===== config.mk =====
export PLATFORM = sky130hd
export DESIGN_NAME = md_unit
export DESIGN_NICKNAME = d
export VERILOG_FILES = /design/src/rtl/mips_pkg.sv /design/src/rtl/md_divider.sv /design/src/rtl/md_unit.sv
export SDC_FILE = /design/constraint.sdc
export NUM_CORES = 1
export LEC_CHECK = 0
export BUFFER_PORTS_ARGS = -buffer_cell sky130_fd_sc_hd__buf_4
export CAP_MARGIN = 40
export CORE_MARGIN = 10
export CORE_UTILIZATION = 61
export CTS_BUF_LIST = sky130_fd_sc_hd__clkbuf_2
export CTS_CLUSTER_SIZE = 20
export DETAILED_ROUTE_END_ITERATION = 7
export GPL_TIMING_DRIVEN = 0
export PLACE_DENSITY = 0.83
export SETUP_SLACK_MARGIN = 0.3
export SYNTH_ARGS = -nofsm -noshare
export SYNTH_HDL_FRONTEND = slang
export SYNTH_SLANG_ARGS = --single-unit

===== constraint.sdc =====
create_clock -name clk -period 4.7 [get_ports clk]
set_input_delay 0.705 -clock clk [delete_from_list [all_inputs] [get_ports clk]]
set_output_delay 0.705 -clock clk [all_outputs]
set_load 0.005 [all_outputs]

===== src/rtl/mips_pkg.sv =====
// Shared MIPS definitions: multiply/divide op encoding and the md_unit FSM state type.
package mips_pkg;

  localparam logic [1:0] MD_MULT  = 2'd0;
  localparam logic [1:0] MD_MULTU = 2'd1;
  localparam logic [1:0] MD_DIV   = 2'd2;
  localparam logic [1:0] MD_DIVU  = 2'd3;

  typedef enum logic [1:0] {
    MD_IDLE = 2'd0,
    MD_RUN  = 2'd1,
    MD_DONE = 2'd2
  } md_state_t;

endpackage


===== src/rtl/md_divider.sv =====
// One restoring-divide step: shift the next dividend bit into the partial remainder,
// subtract the divisor when it fits, and shift the resulting quotient bit in.
module md_divider #(
  parameter int WIDTH = 32
) (
  input  logic [WIDTH-1:0] rem,
  input  logic [WIDTH-1:0] quo,
  input  logic [WIDTH-1:0] dvs,
  output logic [WIDTH-1:0] rem_nxt,
  output logic [WIDTH-1:0] quo_nxt
);

  logic [WIDTH:0] shifted;
  logic           fits;

  // The remainder is always below the divisor, so the difference fits in WIDTH bits.
  always_comb begin
    shifted = {rem, quo[WIDTH-1]};
    fits    = (shifted >= {1'b0, dvs});
    rem_nxt = fits ? (shifted[WIDTH-1:0] - dvs) : shifted[WIDTH-1:0];
    quo_nxt = {quo[WIDTH-2:0], fits};
  end

endmodule


===== src/rtl/md_unit.sv =====
// Iterative MULT/MULTU/DIV/DIVU unit owning HI/LO; one result bit per RUN cycle.
// Divide support (md_divider) is built only when MD_UNIT_DIV_EN is defined.
module md_unit
  import mips_pkg::*;
#(
  parameter int WIDTH = 32
) (
  input  logic             clk,
  input  logic             reset,
  input  logic             flush,
  input  logic             start,
  input  logic [1:0]       op,
  input  logic [WIDTH-1:0] a,
  input  logic [WIDTH-1:0] b,
  input  logic             mthi,
  input  logic             mtlo,
  output logic             stall,
  output logic [WIDTH-1:0] hi,
  output logic [WIDTH-1:0] lo
);

  localparam int            CW      = $clog2(WIDTH);
  localparam logic [CW-1:0] CNT_TOP = CW'(WIDTH - 1);

  function automatic logic [WIDTH-1:0] mag(input logic signed [WIDTH-1:0] v, input logic sgn);
    return (sgn && (v < 0)) ? WIDTH'(-v) : WIDTH'(v);
  endfunction

  function automatic logic [WIDTH-1:0] fix_w(input logic [WIDTH-1:0] v, input logic neg);
    return neg ? WIDTH'(-$signed(v)) : v;
  endfunction

  function automatic logic [2*WIDTH-1:0] fix_2w(input logic [2*WIDTH-1:0] v, input logic neg);
    return neg ? (2*WIDTH)'(-$signed(v)) : v;
  endfunction

  md_state_t        state, state_nxt;
  logic [CW-1:0]    cnt;
  logic             accept, ld, step, finish, sgn_op, neg_q;
  logic [WIDTH-1:0] mcand, ph, pl, ph_nxt, pl_nxt;
  logic [WIDTH:0]   sum;

  assign sgn_op = (op == MD_MULT) || (op == MD_DIV);

`ifdef MD_UNIT_DIV_EN
  logic             div_q, dz_q, aneg_q;
  logic [WIDTH-1:0] a_q, rem, quo, dvs, rem_nxt, quo_nxt;

  assign accept = start;

  md_divider #(.WIDTH(WIDTH)) u_div (
    .rem     (rem),
    .quo     (quo),
    .dvs     (dvs),
    .rem_nxt (rem_nxt),
    .quo_nxt (quo_nxt)
  );
`else
  assign accept = start && ((op == MD_MULT) || (op == MD_MULTU));
`endif

  always_comb begin
    state_nxt = state;
    stall     = 1'b0;
    ld        = 1'b0;
    step      = 1'b0;
    finish    = 1'b0;
    case (state)
      MD_IDLE: begin
        if (!flush && accept) begin
          state_nxt = MD_RUN;
          stall     = 1'b1;
          ld        = 1'b1;
        end
      end
      MD_RUN: begin
        if (flush) begin
          state_nxt = MD_IDLE;
        end else begin
          stall = 1'b1;
          step  = 1'b1;
          if (cnt == '0) begin
            state_nxt = MD_DONE;
            finish    = 1'b1;
          end
        end
      end
      MD_DONE: state_nxt = MD_IDLE;
      default: state_nxt = MD_IDLE;
    endcase
  end

  always_ff @(posedge clk or negedge reset) begin
    if (!reset) begin
      state <= MD_IDLE;
      cnt   <= '0;
    end else begin
      state <= state_nxt;
      if (flush)
        cnt <= '0;
      else if (ld)
        cnt <= CNT_TOP;
      else if (step && (cnt != '0))
        cnt <= cnt - 1'b1;
    end
  end

  // Shift-add step: add the multiplicand into the high half, then shift the pair right.
  always_comb begin
    sum    = {1'b0, ph} + (pl[0] ? {1'b0, mcand} : '0);
    ph_nxt = sum[WIDTH:1];
    pl_nxt = {sum[0], pl[WIDTH-1:1]};
  end

  always_ff @(posedge clk) begin
    if (ld) begin
      mcand  <= mag(a, sgn_op);
      ph     <= '0;
      pl     <= mag(b, sgn_op);
      neg_q  <= sgn_op && (a[WIDTH-1] ^ b[WIDTH-1]);
`ifdef MD_UNIT_DIV_EN
      div_q  <= (op == MD_DIV) || (op == MD_DIVU);
      dz_q   <= (b == '0);
      aneg_q <= sgn_op && a[WIDTH-1];
      a_q    <= a;
      rem    <= '0;
      quo    <= mag(a, sgn_op);
      dvs    <= mag(b, sgn_op);
`endif
    end else if (step) begin
      ph     <= ph_nxt;
      pl     <= pl_nxt;
`ifdef MD_UNIT_DIV_EN
      rem    <= rem_nxt;
      quo    <= quo_nxt;
`endif
    end
  end

  // HI/LO take the sign-corrected result on the edge ending the last RUN cycle.
  always_ff @(posedge clk or negedge reset) begin
    if (!reset) begin
      hi <= '0;
      lo <= '0;
    end else if (finish) begin
`ifdef MD_UNIT_DIV_EN
      if (div_q) begin
        if (dz_q) begin
          hi <= a_q;
          lo <= '1;
        end else begin
          hi <= fix_w(rem_nxt, aneg_q);
          lo <= fix_w(quo_nxt, neg_q);
        end
      end else begin
        {hi, lo} <= fix_2w({ph_nxt, pl_nxt}, neg_q);
      end
`else
      {hi, lo} <= fix_2w({ph_nxt, pl_nxt}, neg_q);
`endif
    end else if ((state == MD_IDLE) && !flush && !accept) begin
      if (mthi) hi <= a;
      if (mtlo) lo <= a;
    end
  end

endmodule


Word-level counts from Yosys, hierarchy flattened
Cells that the tools add are included.
W data, S select, Z words.
{ "totals": {"ff_bits": 168, "in_bits": 72, "word_cells": 72} }
{ "classes": {"n_addsub": 5, "n_lt_le_gt_ge": 2, "eq_ne": 5, "muxes": 27, "bitwise": 1, "n_reduce_logical": 24} }
{ "op_table": {"columns": ["cell", "count"], "rows": [
  ["$mux W32", 11],
  ["$lt A32 B1 Y1 const B", 2],
  ["$mux W64", 1],
  ["$neg A32 Y32", 2],
  ["$neg A64 Y64", 1],
  ["$add A32 B32 Y33", 1],
  ["$mux W5", 3],
  ["$logic_and A1 B1 Y1", 8],
  ["$reduce_bool A2 Y1", 4],
  ["$mux W1", 7],
  ["$mux W2", 3],
  ["$reduce_and A2 Y1", 3],
  ["$logic_not A5 Y1", 1],
  ["$reduce_bool A5 Y1", 1],
  ["$sub A5 B1 Y5 const B", 1],
  ["$eq A2 B1 Y1 const B", 2],
  ["$logic_not A2 Y1", 2],
  ["$pmux W2 S2", 1],
  ["$ne A3 B3 Y1 const B", 1],
  ["$reduce_bool A3 Y1", 1],
  ["$eq A2 B2 Y1 const B", 1],
  ["$logic_not A1 Y1", 2],
  ["$logic_or A1 B1 Y1", 2],
  ["$ne A2 B2 Y1 const B", 1],
  ["other kinds (2)", 2]
]} }

Depth between registers and ports, before layout
{ "depth": {"word_depth": 8, "depth_mapped": 16} }

Worst setup path before layout
Ideal clock, no wire load.
{ "synth_timing": {"path_type": "register -> register", "start": "reg pl[0]", "end": "reg hi[30]", "arrival_time_ns": 4.106, "slack_ns": 0.457, "path_stages_with_launch": 15, "path_buffers": 1, "synth_period_minus_slack_ns": 4.243, "path_cell_list": "edfxtp_1 > clkbuf_1 > and2_1 > ha_1 > fa_1 > a21oi_1 > o21ai_1 > o21ai_1 > a21oi_1 > o311ai_0 > nand4b_1 > or4_4 > o41ai_4 > xnor2_1 > a21oi_1"} }
{ "synth_between": {"elab_chain_cells": 5} }
{ "synth_lines": {"columns": ["element", "line_no", "source"], "rows": [
  ["from (decl)", "md_unit.sv:40", "logic [WIDTH-1:0] mcand, ph, pl, ph_nxt, pl_nxt;"],
  ["from (signal assigned)", "md_unit.sv:119", "pl <= mag(b, sgn_op);"],
  ["from (signal assigned)", "md_unit.sv:132", "pl <= pl_nxt;"],
  ["$mux W32 *", "md_unit.sv:110", "sum = {1'b0, ph} + (pl[0] ? {1'b0, mcand} : '0);"],
  ["$add A32 B32 Y33 *", "md_unit.sv:110", null],
  ["$neg A64 Y64", "md_unit.sv:34", "return neg ? (2*WIDTH)'(-$signed(v)) : v;"],
  ["$mux W64 *", "md_unit.sv:34", null],
  ["$mux W32 *", "md_unit.sv:145", "end else if (finish) begin"],
  ["to (signal assigned)", "md_unit.sv:159", "{hi, lo} <= fix_2w({ph_nxt, pl_nxt}, neg_q);"],
  ["to (decl)", "md_unit.sv:18", "output logic [WIDTH-1:0] hi,"]
]} }
Mark *: on every way between the ends. The rest lies on a longest branch, timed or not.
A chain may end at the register's enable or synchronous reset.

Worst setup path in the final report
{ "layout_timing": {"start": "reg pl[0]", "end": "reg hi[19]"} }
The elaborated chain is that of the path after synthesis.

==> metrics <==
die area 24600 um^2; P&R area growth vs syn 20.6%; Slew @ Worst Pin 0.937 ns; flops & latches, synth 168; Post-Syn Instances 1295; area leader, netlist edfxtp_1; vias in the first global route 10552; Unique masters post-synth 73; post-synthesis adder-cell area fraction 4.22%; CTS Buf Count 17; Synthesis Warnings 0; max cap viols 0; share of cells above drive strength 1 20.4%; Mapped Area 11400 um^2; EDFF count, synth 65; simple-gate area share of the yosys netlist 18.3%; TritonCTS clock tree built; final hold violation count 0; post-route ant nets 0; ys flop type dfrtp_1; Post-Layout Cell Count 1727; IO Pins 137; max_slew headroom 37.5%; fin crit share 93.9%; first-pass GRT wire length 55900 um; post-synthesis compound-gate area fraction 19.3%; die boundary height 157 um; minimum clock period 4.41 ns; post-synthesis xor/xnor area fraction 11.3%; critical path type reg -> reg; Clock Skew 0.0261 ns; row count 50; CP Data Arrival Time 5.08 ns; largest family of logic cells by synthesized area compound AO/OA/AOI/OAI gates; H-tree depth 4; Final nets 1589; top cell type's share of synthesized area 17.1%; Setup-failing EPs final 0; die span in x 157 um; Crit path top cell by count o21ai_4; post-synthesis mux area share 5.41%; RSZ-0062 raised after global routing true; worst min-delay path class in -> reg; worst path cell trace buf_6 > and2_1 > ha_2 > fa_2 > a21oi_4 > o21ai_4 > o21ai_4 > a21oi_2 > xor2_2 > or4_1 > clkbuf_4 > or3_1 > buf_4 > o31a_1 > xor2_1 > o21ai_1; crit path capture type flop; syn nets 1405; # port buffers 131; largest net degree at the start of global routing 59; DRC violations left 0; slowest CP cell edfxtp_1; drt wl/cell 21.5 um; Req. time, crit path 5.36 ns; Longest Clk Path Bufs 2; Initial Util 61.5%; hold_ws 0.136 ns; Total GRT Usage 28.8%; leak pwr 0.00579 uW; Clk pin slew, worst setup/hold paths 0.25 ns; via count 10947; GP Congestion 0.967; status completed; Syn Area/Cell 8.83 um^2; drt total wl 37100 um; VDD IR max 189 uV; initial antenna violation count 1; Worst path max stage delay 0.60 ns; Worst setup SP type flop; clock sinks 168; PD cells 393 nW/um^2; DRT Pass-1 Iters 5; Slew Limit Fails 0; final core utilization 74.2%; Critical Path Fanout Max 7; GRT overflow 0; clk root buf clkbuf_2; Worst-Skew Late Latency 0.78 ns; core footprint 18600 um^2; DR iter-0 viols 1188; vias per inst 6.34; post-DP HPWL 27800 um; Synth area leaders edfxtp_1, dfrtp_1, xnor2_1; post-synthesis sequential area ratio 38.2%; Max Freq 227 MHz; asr flop ratio synth 42.3%; Placed Cells 1665
-- metrics by stage --
stage / area [um^2] / setup TNS [ns] / setup slack, ns / total power [uW]
6_report: 13800 / 0 / 0.286 / 5430
5_1_grt: 13800 / 0 / 0.205 / 5690
4_1_cts: 13300 / 0 / 0.278 / 5150
3_5_place_dp: 12800 / -3.39 / -0.484 / 4180
3_3_place_gp: 12700 / -21.14 / -0.679 / 4120
2_1_floorplan: 11400 / 0 / 0.457 / 3290
-- synth_stat cells (12+ instances only) --
master    number
a21oi_1       69
a21o_1        12
mux2_2        14
edfxtp_1      65
mux2i_1       46
xnor2_1      104
nor2_1        57
and2_1        36
clkbuf_1      62
nor4_1        21
ha_1          37
nor3_1        22
xor2_1        43
nand2b_1      16
o21ai_0      152
nand2_1      180
dfxtp_1       32
inv_1         24
o31ai_1       27
a22o_1        15
nand3_1       20
dfrtp_1       71
-- kinds of logic after synthesis --
| logic type | count (synthesis) |
|---|---|
| buf+inv | 100 |
| flops | 168 |
| xor+xnor | 147 |
| fa+ha+maj | 38 |
| mux | 60 |
| simple gates | 424 |
| compound gates | 358 |
-- metal layers --
layer,track usage (%),wire [um]
met4,10.4,1350
met1,36.8,14900
met2,49.1,18000
met5,0,0
met3,3.66,2870
-- repair_timing --
item,in CTS,in global routing
gates resized for setup,48,90
buffers inserted,7,20
setup endpoints to repair,19,15
endpoints found under the hold margin,13,0
pin swaps,5,23
gates cloned,0,1
hold buffers,1,0
-- cell type report --
cell class	count	area [um^2]
Sequential cell	168	4370
Fill cell	1381	4790
Multi-Input combinational cell	1027	7130
Tap cell	234	293
Timing Repair Buffer	165	1280
Clock buffer	20	100
Inverter	25	96.3
Buffer	75	342
Antenna cell	1	2.50
Clock inverter	12	175
-- worst paths after layout --
check	end	cells after the start	startpoint	slack, ns
setup / recovery	hi[19]$_DFFE_PN0P_	16	pl[0]$_DFFE_PN_	0.29
hold / removal	cnt[3]$_DFFE_PN0P_	2	flush	0.14
setup reg to reg	hi[19]$_DFFE_PN0P_	16	pl[0]$_DFFE_PN_	0.29
hold reg to reg	cnt[4]$_DFFE_PN0P_	1	cnt[4]$_DFFE_PN0P_	0.48
max in group asynchronous	hi[27]$_DFFE_PN0P_	3	reset	3.77
min in group asynchronous	cnt[3]$_DFFE_PN0P_	2	reset	0.34
-- where the power goes --
| part | internal, uW | switching (uW) |
|---|---|---|
| clock network | 356 | 530 |
| registers | 1860 | 250 |
| logic | 1090 | 1340 |
-- registers in the layout, indices dropped and copies added (netlist names) --
register and flops:
pl 32, state 2, cnt 5, mcand 32, lo 32, neg_q 1
hi 32, ph 32
-- cells in the final DEF, fill, tap and decap left out, drive strengths merged, types with 9 or more instances in the layout --
cell type / synthesis / layout
edfxtp: 65 / 65
o211ai: 9 / 9
or4: 13 / 13
buf: 13 / 184
nand2: 180 / 180
nor3: 22 / 22
a21o: 12 / 12
a22o: 15 / 15
o21ai: 160 / 160
dfrtp: 71 / 71
xor2: 43 / 43
nor2: 58 / 58
inv: 25 / 26
a211oi: 9 / 9
xnor2: 104 / 104
and2: 37 / 37
mux2: 14 / 14
nor4: 21 / 21
clkbuf: 62 / 74
nand3: 20 / 20
o41ai: 13 / 13
dfxtp: 32 / 32
o31ai: 27 / 27
or3: 11 / 11
ha: 37 / 37
nand2b: 16 / 16
mux2i: 46 / 46
a21oi: 69 / 69
-- worst max-delay path, delay by kind of cell (launching register included) --
kind            cells  cell delay, ns
compound gates      6            1.09
simple gates        3            1.01
flops               1            0.60
fa+ha+maj           2            0.58
buf+inv             3            0.57
xor+xnor            2            0.45
(Power assumes the default switching activity.)
